--- config.mk ---
export PLATFORM = sky130hd
export DESIGN_NAME = confreg_uart_tx_flat
export DESIGN_NICKNAME = d
export VERILOG_FILES = /design/src/rtl/uart_pkg.sv /design/src/rtl/confreg_uart_tx_if.sv /design/src/rtl/uart_tx_fifo.sv /design/src/rtl/confreg_uart_tx.sv /design/src/flat_wrapper.sv
export SDC_FILE = /design/constraint.sdc
export NUM_CORES = 1
export LEC_CHECK = 0
export BUFFER_PORTS_ARGS = -buffer_cell sky130_fd_sc_hd__buf_4
export CORE_UTILIZATION = 60
export DETAILED_ROUTE_END_ITERATION = 8
export PLACE_DENSITY = 0.87
export SYNTH_ARGS = -nofsm -noshare
export SYNTH_HDL_FRONTEND = slang
export SYNTH_SLANG_ARGS = --single-unit
export TNS_END_PERCENT = 20
--- constraint.sdc ---
create_clock -name clk -period 5.7 [get_ports clk]
set_clock_uncertainty 0.05 [all_clocks]
set_input_delay 0.855 -clock clk [delete_from_list [all_inputs] [get_ports clk]]
set_output_delay 0.855 -clock clk [all_outputs]
set_load 0.03 [all_outputs]
--- src/rtl/uart_pkg.sv ---
// uart_pkg: shared types and constants for the confreg UART transmitter
package uart_pkg;
  localparam int UART_DATA_W = 8;
  localparam int CLKS_PER_BIT_DEF = 868;
  typedef enum logic [2:0] {IDLE, START, DATA, PARITY, STOP} tx_state_t;
endpackage

--- src/rtl/confreg_uart_tx_if.sv ---
// confreg_uart_tx_if: byte write handshake between confreg and the UART transmitter
//   wr_valid : byte offered (master -> slave)
//   wr_data  : byte to send (master -> slave)
//   wr_ready : slave can accept a byte this cycle (slave -> master)
interface confreg_uart_tx_if;
  import uart_pkg::*;
  logic wr_valid;
  logic [UART_DATA_W-1:0] wr_data;
  logic wr_ready;
  modport master (output wr_valid, wr_data, input wr_ready);
  modport slave (input wr_valid, wr_data, output wr_ready);
endinterface

--- src/rtl/uart_tx_fifo.sv ---
// uart_tx_fifo: synchronous byte FIFO with push/pop, full/empty flags and occupancy count
//   clk, rst_n : clock, asynchronous active-low reset
//   push, din  : write din when not full
//   pop, dout  : dout shows the head; pop advances it when not empty
//   full, empty, count : occupancy status from the registered count
module uart_tx_fifo #(
  parameter int DEPTH = 16,
  parameter int W = 8
) (
  input  logic                     clk,
  input  logic                     rst_n,
  input  logic                     push,
  input  logic                     pop,
  input  logic [W-1:0]             din,
  output logic [W-1:0]             dout,
  output logic                     full,
  output logic                     empty,
  output logic [$clog2(DEPTH):0]   count
);
  localparam int AW = $clog2(DEPTH);
  logic [W-1:0] r_mem [DEPTH];
  logic [AW-1:0] r_wp, r_rp;
  logic [AW:0] r_count;
  logic w_push, w_pop;
  assign full = r_count == (AW+1)'(DEPTH);
  assign empty = r_count == '0;
  assign count = r_count;
  assign dout = r_mem[r_rp];
  assign w_push = push && !full;
  assign w_pop = pop && !empty;
  always_ff @(posedge clk or negedge rst_n)
    if (!rst_n) begin
      r_wp <= '0;
      r_rp <= '0;
      r_count <= '0;
    end else begin
      if (w_push) r_wp <= r_wp + 1'b1;
      if (w_pop) r_rp <= r_rp + 1'b1;
      r_count <= r_count + (AW+1)'(w_push) - (AW+1)'(w_pop);
    end
  always_ff @(posedge clk)
    if (w_push) r_mem[r_wp] <= din;
endmodule

--- src/rtl/confreg_uart_tx.sv ---
// confreg_uart_tx: FIFO-buffered 8N1 UART transmitter fed by the confreg UART write port
//   clk, rst_n  : clock, asynchronous active-low reset
//   wr (slave)  : wr_valid/wr_data/wr_ready byte push handshake
//   tx          : registered serial line, idle high, LSB first
//   busy        : frame in progress or bytes queued
//   fifo_count  : bytes currently queued
//   overflow    : sticky, set when a push is dropped on a full FIFO; ovf_clr clears (set wins)
//   Build option CONFREG_UART_TX_PARITY_EN inserts an even-parity bit before the stop bit.
module confreg_uart_tx
  import uart_pkg::*;
#(
  parameter int CLKS_PER_BIT = CLKS_PER_BIT_DEF,
  parameter int FIFO_DEPTH = 16
) (
  input  logic                          clk,
  input  logic                          rst_n,
  confreg_uart_tx_if.slave              wr,
  output logic                          tx,
  output logic                          busy,
  output logic [$clog2(FIFO_DEPTH):0]   fifo_count,
  output logic                          overflow,
  input  logic                          ovf_clr
);
  localparam int BW = $clog2(CLKS_PER_BIT);
  tx_state_t r_state, w_nxt;
  logic [BW-1:0] r_cnt;
  logic [2:0] r_bit;
  logic [UART_DATA_W-1:0] r_shift, w_shift_nxt, w_head;
  logic r_tx, w_tx_nxt, r_ovf, w_tick, w_push, w_pop, w_full, w_empty;
`ifdef CONFREG_UART_TX_PARITY_EN
  logic r_par, w_par_nxt;
`endif
  assign w_tick = r_cnt == BW'(CLKS_PER_BIT - 1);
  assign w_push = wr.wr_valid && !w_full;
  // Pop from IDLE, or at the last stop-bit cycle so frames run back to back
  assign w_pop = !w_empty && (r_state == IDLE || (r_state == STOP && w_tick));
  assign wr.wr_ready = !w_full;
  assign tx = r_tx;
  assign overflow = r_ovf;
  assign busy = r_state != IDLE || !w_empty;
  uart_tx_fifo #(.DEPTH(FIFO_DEPTH), .W(UART_DATA_W)) u_fifo (
    .clk(clk), .rst_n(rst_n), .push(w_push), .pop(w_pop), .din(wr.wr_data),
    .dout(w_head), .full(w_full), .empty(w_empty), .count(fifo_count)
  );
  always_ff @(posedge clk or negedge rst_n)
    if (!rst_n) r_state <= IDLE;
    else r_state <= w_nxt;
  always_comb begin
    w_nxt = r_state;
    case (r_state)
      IDLE:   w_nxt = w_empty ? IDLE : START;
      START:  w_nxt = w_tick ? DATA : START;
`ifdef CONFREG_UART_TX_PARITY_EN
      DATA:   w_nxt = (w_tick && r_bit == 3'd7) ? PARITY : DATA;
      PARITY: w_nxt = w_tick ? STOP : PARITY;
`else
      DATA:   w_nxt = (w_tick && r_bit == 3'd7) ? STOP : DATA;
`endif
      STOP:   w_nxt = !w_tick ? STOP : w_empty ? IDLE : START;
      default: w_nxt = IDLE;
    endcase
  end
  // tx is computed from the next state and registered, so the pin never glitches
  always_comb begin
    w_shift_nxt = w_pop ? w_head : (r_state == DATA && w_tick) ? r_shift >> 1 : r_shift;
`ifdef CONFREG_UART_TX_PARITY_EN
    w_par_nxt = w_pop ? ^w_head : r_par;
    w_tx_nxt = w_nxt == START ? 1'b0 : w_nxt == DATA ? w_shift_nxt[0] : w_nxt == PARITY ? w_par_nxt : 1'b1;
`else
    w_tx_nxt = w_nxt == START ? 1'b0 : w_nxt == DATA ? w_shift_nxt[0] : 1'b1;
`endif
  end
  always_ff @(posedge clk or negedge rst_n)
    if (!rst_n) begin
      r_cnt <= '0;
      r_bit <= '0;
      r_shift <= '0;
      r_tx <= 1'b1;
      r_ovf <= 1'b0;
`ifdef CONFREG_UART_TX_PARITY_EN
      r_par <= 1'b0;
`endif
    end else begin
      r_cnt <= (r_state == IDLE || w_tick) ? '0 : r_cnt + 1'b1;
      r_bit <= w_pop ? '0 : (r_state == DATA && w_tick) ? r_bit + 1'b1 : r_bit;
      r_shift <= w_shift_nxt;
      r_tx <= w_tx_nxt;
      r_ovf <= (wr.wr_valid && w_full) ? 1'b1 : ovf_clr ? 1'b0 : r_ovf;
`ifdef CONFREG_UART_TX_PARITY_EN
      r_par <= w_par_nxt;
`endif
    end
endmodule

--- src/flat_wrapper.sv ---
// flat-port wrapper written by rule: the top's interface ports become plain ports
module confreg_uart_tx_flat import uart_pkg::*;
#(
  parameter int CLKS_PER_BIT = CLKS_PER_BIT_DEF,
  parameter int FIFO_DEPTH = 16
)
  (clk, rst_n, tx, busy, fifo_count, overflow, ovf_clr, wr_wr_valid, wr_wr_data, wr_wr_ready);
  confreg_uart_tx_if wr_i ();
  input  logic clk;
  input  logic rst_n;
  output logic tx;
  output logic busy;
  output logic [$clog2(FIFO_DEPTH):0] fifo_count;
  output logic overflow;
  input  logic ovf_clr;
  input wire logic [$bits(wr_i.wr_valid)-1:0] wr_wr_valid;
  input wire logic [$bits(wr_i.wr_data)-1:0] wr_wr_data;
  output wire logic [$bits(wr_i.wr_ready)-1:0] wr_wr_ready;
  assign wr_i.wr_valid = wr_wr_valid;
  assign wr_i.wr_data = wr_wr_data;
  assign wr_wr_ready = wr_i.wr_ready;
  confreg_uart_tx #(.CLKS_PER_BIT(CLKS_PER_BIT), .FIFO_DEPTH(FIFO_DEPTH)) u_core (.clk(clk), .rst_n(rst_n), .wr(wr_i), .tx(tx), .busy(busy), .fifo_count(fifo_count), .overflow(overflow), .ovf_clr(ovf_clr));
endmodule
==> key figures, run 1 <==
Outcome
  • Outcome: complete, no violations

Clock network
  • CTS buffer count: 17
  • Clock transition at the registers of the reported paths: around 0.060 ns
  • PostCTS Resize Cnt: 0
  • CTS max path bufs: 2
  • Root Driver: clkbuf_16
  • Post-CTS Setup Bufs: 0
  • Num Clock Sinks: 167
  • CTS tree: built
  • Clk_lat worst skew: 0.42 ns
  • H-tree levels: 4
  • Hold_buf cts: 0

Drt
  • Initial DRC count: roughly 350
  • Vias/cell: ~6.3
  • Vias: about 3600
  • # DRC: 0
  • Final ANT Viol Nets: 0
  • Routed len/inst: between 20 and 25 µm
  • Drt total wl: 13500 µm
  • TritonRoute pass-1 iters: 5

STA
  • Fin Setup TNS: 0 ns
  • Least-Margin Pin Slew: 0.879 ns
  • Count of final setup violators: 0
  • Slew Limit Fails: 0
  • Hold Violations, Final: 0
  • Period utilization: 59.8%
  • RSZ-0062 raised after global routing: false
  • Worst Hold Slack: 0.355 ns
  • Period minus WS final: 3.41 ns
  • Rel. slew slack: between 40 and 50%
  • Fmax: 293 MHz

Worst setup path
  • Worst Setup End Kind: register
  • Reg2reg end: u_core.u_fifo.count[4]$_DFF_PN0_
  • CP max stage cell: or2_1
  • Reg2Reg Setup Slack: 2.29 ns
  • Worst R2R Start: u_core.u_fifo.count[2]$_DFF_PN0_
  • Critical Path Source: u_core.u_fifo.count[2]$_DFF_PN0_
  • Startpoint class of the critical path: register
  • CP most frequent cell: ha_1
  • Critical path, cell by cell: inv_1 -> ha_1 -> nor4b_2 -> or3_1 -> or2_1 -> inv_8 -> ha_1 -> inv_1 -> ha_1 -> fa_1 -> a21oi_1 -> nor2_1 -> nor2_1 -> xnor2_1
  • Worst-path fanout max: 10
  • Setup crit end: u_core.u_fifo.count[4]$_DFF_PN0_
  • Reg2reg path depth: 14
  • Max incr delay on CP: 0.53 ns
  • Worst Setup Path Type: reg -> reg
  • Crit path required time: 5.99 ns
  • Crit path DAT: around 3.7 ns

Finish
  • Final nets: between 400 and 500
  • Ant. Diodes: 0
  • Share of layout cells above drive strength 1: 23.5%
  • Area Growth Syn to Fin: 12.2%

GRT
  • Initial antenna violation count: 0
  • Grt total ovfl: 0
  • All-Layer GR Usage: between 20% and 30%
  • Number of global-route vias before repair: about 3800
  • Largest net degree at the start of global routing: 40
  • First-pass GRT wire length: 20900 µm

Synth
  • Largest area contributor in the netlist: edfxtp_1
  • Syn. warnings: 0
  • Commonest cells in the netlist: edfxtp_1, dfrtp_1, mux4_2
  • Seq/Total Area, Yosys: 69.4%
  • Synthesized area per cell: 17.5 µm²
  • Synthesis-stage register bit count: 167
  • Synth Cell Area: 6950 µm²
  • Ys async rst share: between 20% and 30%
  • Most frequent cell after synthesis: edfxtp_1
  • Cell count after synthesis: 396
  • Synth Flop Type: edfxtp_1
  • Synth area leaders: edfxtp_1, dfrtp_1, mux4_2
  • Post-synth top area share: a little under three fifths
  • Post-Syn Nets: ~420
  • Post-synth EDFFs: 128
  • Netlist cell types: 48

Pwr
  • Pwr/cell area: slightly below 400 nW/µm²
  • P_leak: just under 0.003 µW
  • Peak VDD IR: between 300 and 400 µV

Floorplan
  • Die width: around 110 µm
  • Die Area: 12000 µm²
  • Die Y: 110 µm
  • Core area: 11100 µm²
  • Starting Density: 62.7%
  • FP Rows: 38
  • IO Count: 21

Flow run
  • Max Cap Viol: 0

Min path
  • Worst min path class: in -> async

Placement
  • HPWL after detailed placement: 8330 µm
  • Port-buffer cells: 20
  • GPL Wtd Cong: 0.806
-- layout by cell type, fill, tap and decap left out, drive strengths merged, types with 3 or more instances in the layout --
cell,n
nor2,26
buf,29
a22o,16
mux2i,14
and3,3
ha,14
nor4,4
edfxtp,128
dfrtp,38
nor3,6
clkinv,5
and2,7
nand4,6
xor2,11
nand2,7
mux4,32
nor3b,4
a21oi,5
clkbuf,18
nand3,8
or2,3
xnor2,8
inv,24
-- worst min-delay path by stage --
stage,startpoint,to,slack (ns)
after global placement,u_core.r_cnt[0]$_DFF_PN0_,u_core.r_cnt[0]$_DFF_PN0_,0.41
after floorplan,u_core.r_cnt[0]$_DFF_PN0_,u_core.r_cnt[0]$_DFF_PN0_,0.40
after detailed placement,u_core.r_cnt[0]$_DFF_PN0_,u_core.r_cnt[0]$_DFF_PN0_,0.42
after CTS,rst_n,u_core.u_fifo.count[1]$_DFF_PN0_,0.36
final,rst_n,u_core.r_cnt[1]$_DFF_PN0_,0.36
after global routing,rst_n,u_core.r_cnt[1]$_DFF_PN0_,0.39
-- layer usage --
| metal | global-route usage [%] | vias to the layer above | wire [µm] |
|---|---|---|---|
| li1 | - | 1587 | - |
| met1 | 32.2 | 1859 | 5230 |
| met2 | 41.8 | 158 | 7090 |
| met3 | 6.34 | 26 | 850 |
| met4 | 9.62 | 0 | 287 |
| met5 | 0 | - | 0 |
-- flip-flops by register name, summed over array words and instances, names as in the netlist --
signal / flops
u_core.u_fifo.r_mem: 128
u_core.r_cnt: 10
u_core.r_shift: 8
u_core.u_fifo.count: 5
u_core.u_fifo.r_rp: 4
u_core.u_fifo.r_wp: 4
u_core.r_bit: 3
u_core.r_state: 3
u_core.overflow: 1
u_core.tx: 1
-- critical path: cells and delay by family (launching register included) --
kind | cells | cell delay (ns)
AO/OA/AOI/OAI | 1 | 0.17
AND/OR/NAND/NOR | 5 | 1.28
XOR/XNOR | 1 | 0.12
adder cells (fa/ha/maj) | 4 | 1.11
flip-flops | 1 | 0.40
buffers and inverters | 3 | 0.21
-- kinds of logic after synthesis --
| logic type | count (synthesis) | share of synthesized area, % |
|---|---|---|
| DFF | 167 | 69.4 |
| muxes | 47 | 12.6 |
| buffers and inverters | 35 | 2.65 |
| AOI/OAI and AO/OA | 29 | 3.35 |
| and+or+nand+nor | 84 | 6.82 |
| adders and majority gates | 15 | 2.81 |
| xor gates and xnor gates | 19 | 2.39 |
-- power breakdown --
group	internal, µW	switching [µW]	total (µW)
Clock	613	487	1100
Combinational	166	262	428
Sequential	1440	71.8	1510
Total	2220	820	3040
-- layout make-up --
class	instances	area [µm²]
multi-input cells	194	1940
repair buffers	29	218
clock inverters	14	139
inverters	17	71.3
fillers	624	3280
flip-flops and latches	167	4820
well taps	140	175
clock buffers	18	429
-- through the flow --
stage	cell area, µm²	setup slack [ns]	instances	utilization [%]	power, µW
floorplan	6950	2.68	396	-	1790
global placement	7230	2.55	547	65.3	1920
detailed placement	7230	2.36	547	65.3	1960
CTS	7800	2.32	579	70.4	3050
global route	7800	2.03	579	70.4	3140
finish	7800	2.29	579	70.4	3040
No activity file was read; power rests on OpenSTA's default activity.
==> inputs of run 2 (changes only) <==
==> constraint.sdc (replaced) <==
create_clock -name clk -period 3.4 [get_ports clk]
set_clock_uncertainty 0.05 [all_clocks]
set_input_delay 0.51 -clock clk [delete_from_list [all_inputs] [get_ports clk]]
set_output_delay 0.51 -clock clk [all_outputs]
set_load 0.03 [all_outputs]
==> run 2 against run 1 <==
The flow now finishes with violations (hold timing). Sequential power grew 68%. Via count grew 2.0%. Worst setup slack lost 1.8 ns. Core utilization grew 0.18 points. Cell count grew 0.52%. Register-to-register slack lost 1.8 ns. Maximum frequency grew 15%. Wire length grew 1.9%. Hold slack lost 0.37 ns. Die area is the same. Global-route usage grew 0.39 points. Combinational power grew 64%. Largest cell class unchanged.
==> key figures, run 2 (synthesis gave the netlist of run 1 again) <==
Floorplan
  • Die width: 110 µm
  • Die Y: roughly 110 µm
  • FP Rows: 38
  • Core area: 11100 µm²
  • IO Count: 21
  • Die Area: ~12000 µm²
  • Starting Density: 62.7%

Outcome
  • Violated checks: hold timing
  • Outcome: finished, violations left

STA
  • Rel. slew slack: approximately two fifths
  • Worst Hold Slack: -0.0192 ns
  • RSZ-0062 raised after global routing: false
  • Fin Setup TNS: 0 ns
  • Fmax: 339 MHz
  • Period utilization: just under 90%
  • Period minus WS final: 2.95 ns
  • Least-Margin Pin Slew: between 0.8 and 0.9 ns
  • Hold Violations, Final: 38
  • Slew Limit Fails: 0
  • Count of final setup violators: 0

Finish
  • Commonest non-fill, non-tap cell in the layout: edfxtp_1
  • Ant. Diodes: 0
  • Final nets: 456
  • Biggest regs: u_core.u_fifo.r_mem (128), u_core.r_cnt (10), u_core.r_shift (8)
  • Top reg by flops: u_core.u_fifo.r_mem
  • Flip-flop count of the largest register after layout: 128
  • Most frequent cells in the layout: edfxtp_1, dfrtp_1, mux4_2, buf_4, nor2_1
  • Final Core Density: 70.6%
  • Share of layout cells above drive strength 1: 24.0%
  • Fillers: between 600 and 700
  • Area Growth Syn to Fin: 12.5%

Worst setup path
  • Worst R2R Start: u_core.u_fifo.count[2]$_DFF_PN0_
  • Critical path, cell by cell: inv_1 -> ha_1 -> nor4b_2 -> or3_1 -> or2_1 -> inv_8 -> ha_1 -> inv_1 -> ha_1 -> fa_1 -> a21oi_1 -> nor2_1 -> nor2_1 -> xnor2_1
  • CP most frequent cell: ha_1
  • Reg2Reg Setup Slack: 0.45 ns
  • Worst path bufs/invs: 3
  • Worst-path fanout max: 6
  • Cell family with most CP delay: simple AND/OR/NAND/NOR gates
  • Reg2reg end: u_core.u_fifo.count[4]$_DFF_PN0_
  • Worst Setup Path Type: reg -> reg
  • Crit path required time: 3.70 ns
  • Max incr delay on CP: 0.41 ns
  • Reg2reg path depth: 14
  • Crit path DAT: roughly 3.3 ns
  • Startpoint class of the critical path: register
  • Worst Setup End Kind: register
  • CP max stage cell: fa_1

Drt
  • Vias/cell: 6.36
  • TritonRoute pass-1 iters: 5
  • Drt total wl: around 14000 µm
  • Routed len/inst: between 20 and 25 µm
  • # DRC: 0
  • Final ANT Viol Nets: 0
  • Vias: ~3700
  • Initial DRC count: around 260

GRT
  • Most used routing layer: met2
  • GR Util met3: 5.93%
  • First-pass GRT wire length: 20700 µm
  • Grt total ovfl: 0
  • All-Layer GR Usage: 25.5%
  • M2 GR Usage: 42.6%
  • Number of global-route vias before repair: between 3000 and 4000
  • Largest net degree at the start of global routing: 40
  • Met1 Resource Use GR: 32.0%
  • Initial antenna violation count: 0

Clock network
  • CTS max path bufs: 2
  • CTS buffer count: 17
  • Post-CTS Setup Bufs: 0
  • Clock transition at the registers of the reported paths: 0.06 ns
  • Clk_lat worst skew: 0.44 ns
  • Num Clock Sinks: 167
  • PostCTS Resize Cnt: 0
  • CTS tree: built
  • Hold_buf cts: 0
  • H-tree levels: 4
  • Root Driver: clkbuf_16

Pwr
  • Peak VDD IR: 550 µV
  • Pwr/cell area: 651 nW/µm²
  • P_leak: 0.00291 µW

Placement
  • Port-buffer cells: 20
  • HPWL after detailed placement: 8320 µm
  • GPL Wtd Cong: 0.820

Min path
  • Worst min path class: in -> async

Flow run
  • Max Cap Viol: 0
[run 2: area by class of cell]
type                            count  area, µm²  share of cell area [%]
Tap cell                          140        175                    2.24
Clock inverter                     15        141                    1.81
Clock buffer                       17        425                    5.44
Multi-Input combinational cell    194       1940                    24.9
Timing Repair Buffer               32        240                    3.07
Sequential cell                   167       4820                    61.7
Inverter                           17       71.3                   0.912
[run 2: metal layers]
metal | vias to the layer above | wire (µm)
li1 | 1597 | -
met1 | 1887 | 5210
met2 | 181 | 7210
met3 | 38 | 879
met4 | 0 | 424
met5 | - | 0
[run 2: worst max-delay path by stage]
stage	start	end	slack, ns	cells past startpoint
2_1_floorplan	u_core.u_fifo.count[2]$_DFF_PN0_	u_core.u_fifo.count[4]$_DFF_PN0_	0.38	15
3_3_place_gp	u_core.u_fifo.count[2]$_DFF_PN0_	u_core.u_fifo.count[4]$_DFF_PN0_	0.58	14
3_5_place_dp	u_core.u_fifo.count[2]$_DFF_PN0_	u_core.u_fifo.count[4]$_DFF_PN0_	0.45	14
4_1_cts	u_core.u_fifo.count[2]$_DFF_PN0_	u_core.u_fifo.count[4]$_DFF_PN0_	0.43	14
5_1_grt	u_core.u_fifo.count[2]$_DFF_PN0_	u_core.u_fifo.count[4]$_DFF_PN0_	0.22	14
6_report	u_core.u_fifo.count[2]$_DFF_PN0_	u_core.u_fifo.count[4]$_DFF_PN0_	0.45	14
[run 2: per-stage QoR]
step                instances  cell area, µm²  power [µW]  worst slack [ns]  hold WS (ns)
global placement          550            7250        3210             0.584         0.409
floorplan                 396            6950        3000             0.381         0.164
global route              582            7820        5250             0.222        0.0302
detailed placement        550            7250        3270             0.449         0.427
CTS                       582            7820        5100             0.429      0.000271
finish                    582            7820        5090             0.446       -0.0192
[run 2: power by group]
part | internal, µW | switching, µW | total (µW)
combinational | 274 | 426 | 700
clock | 1020 | 831 | 1850
sequential | 2420 | 120 | 2540
total | 3720 | 1380 | 5090
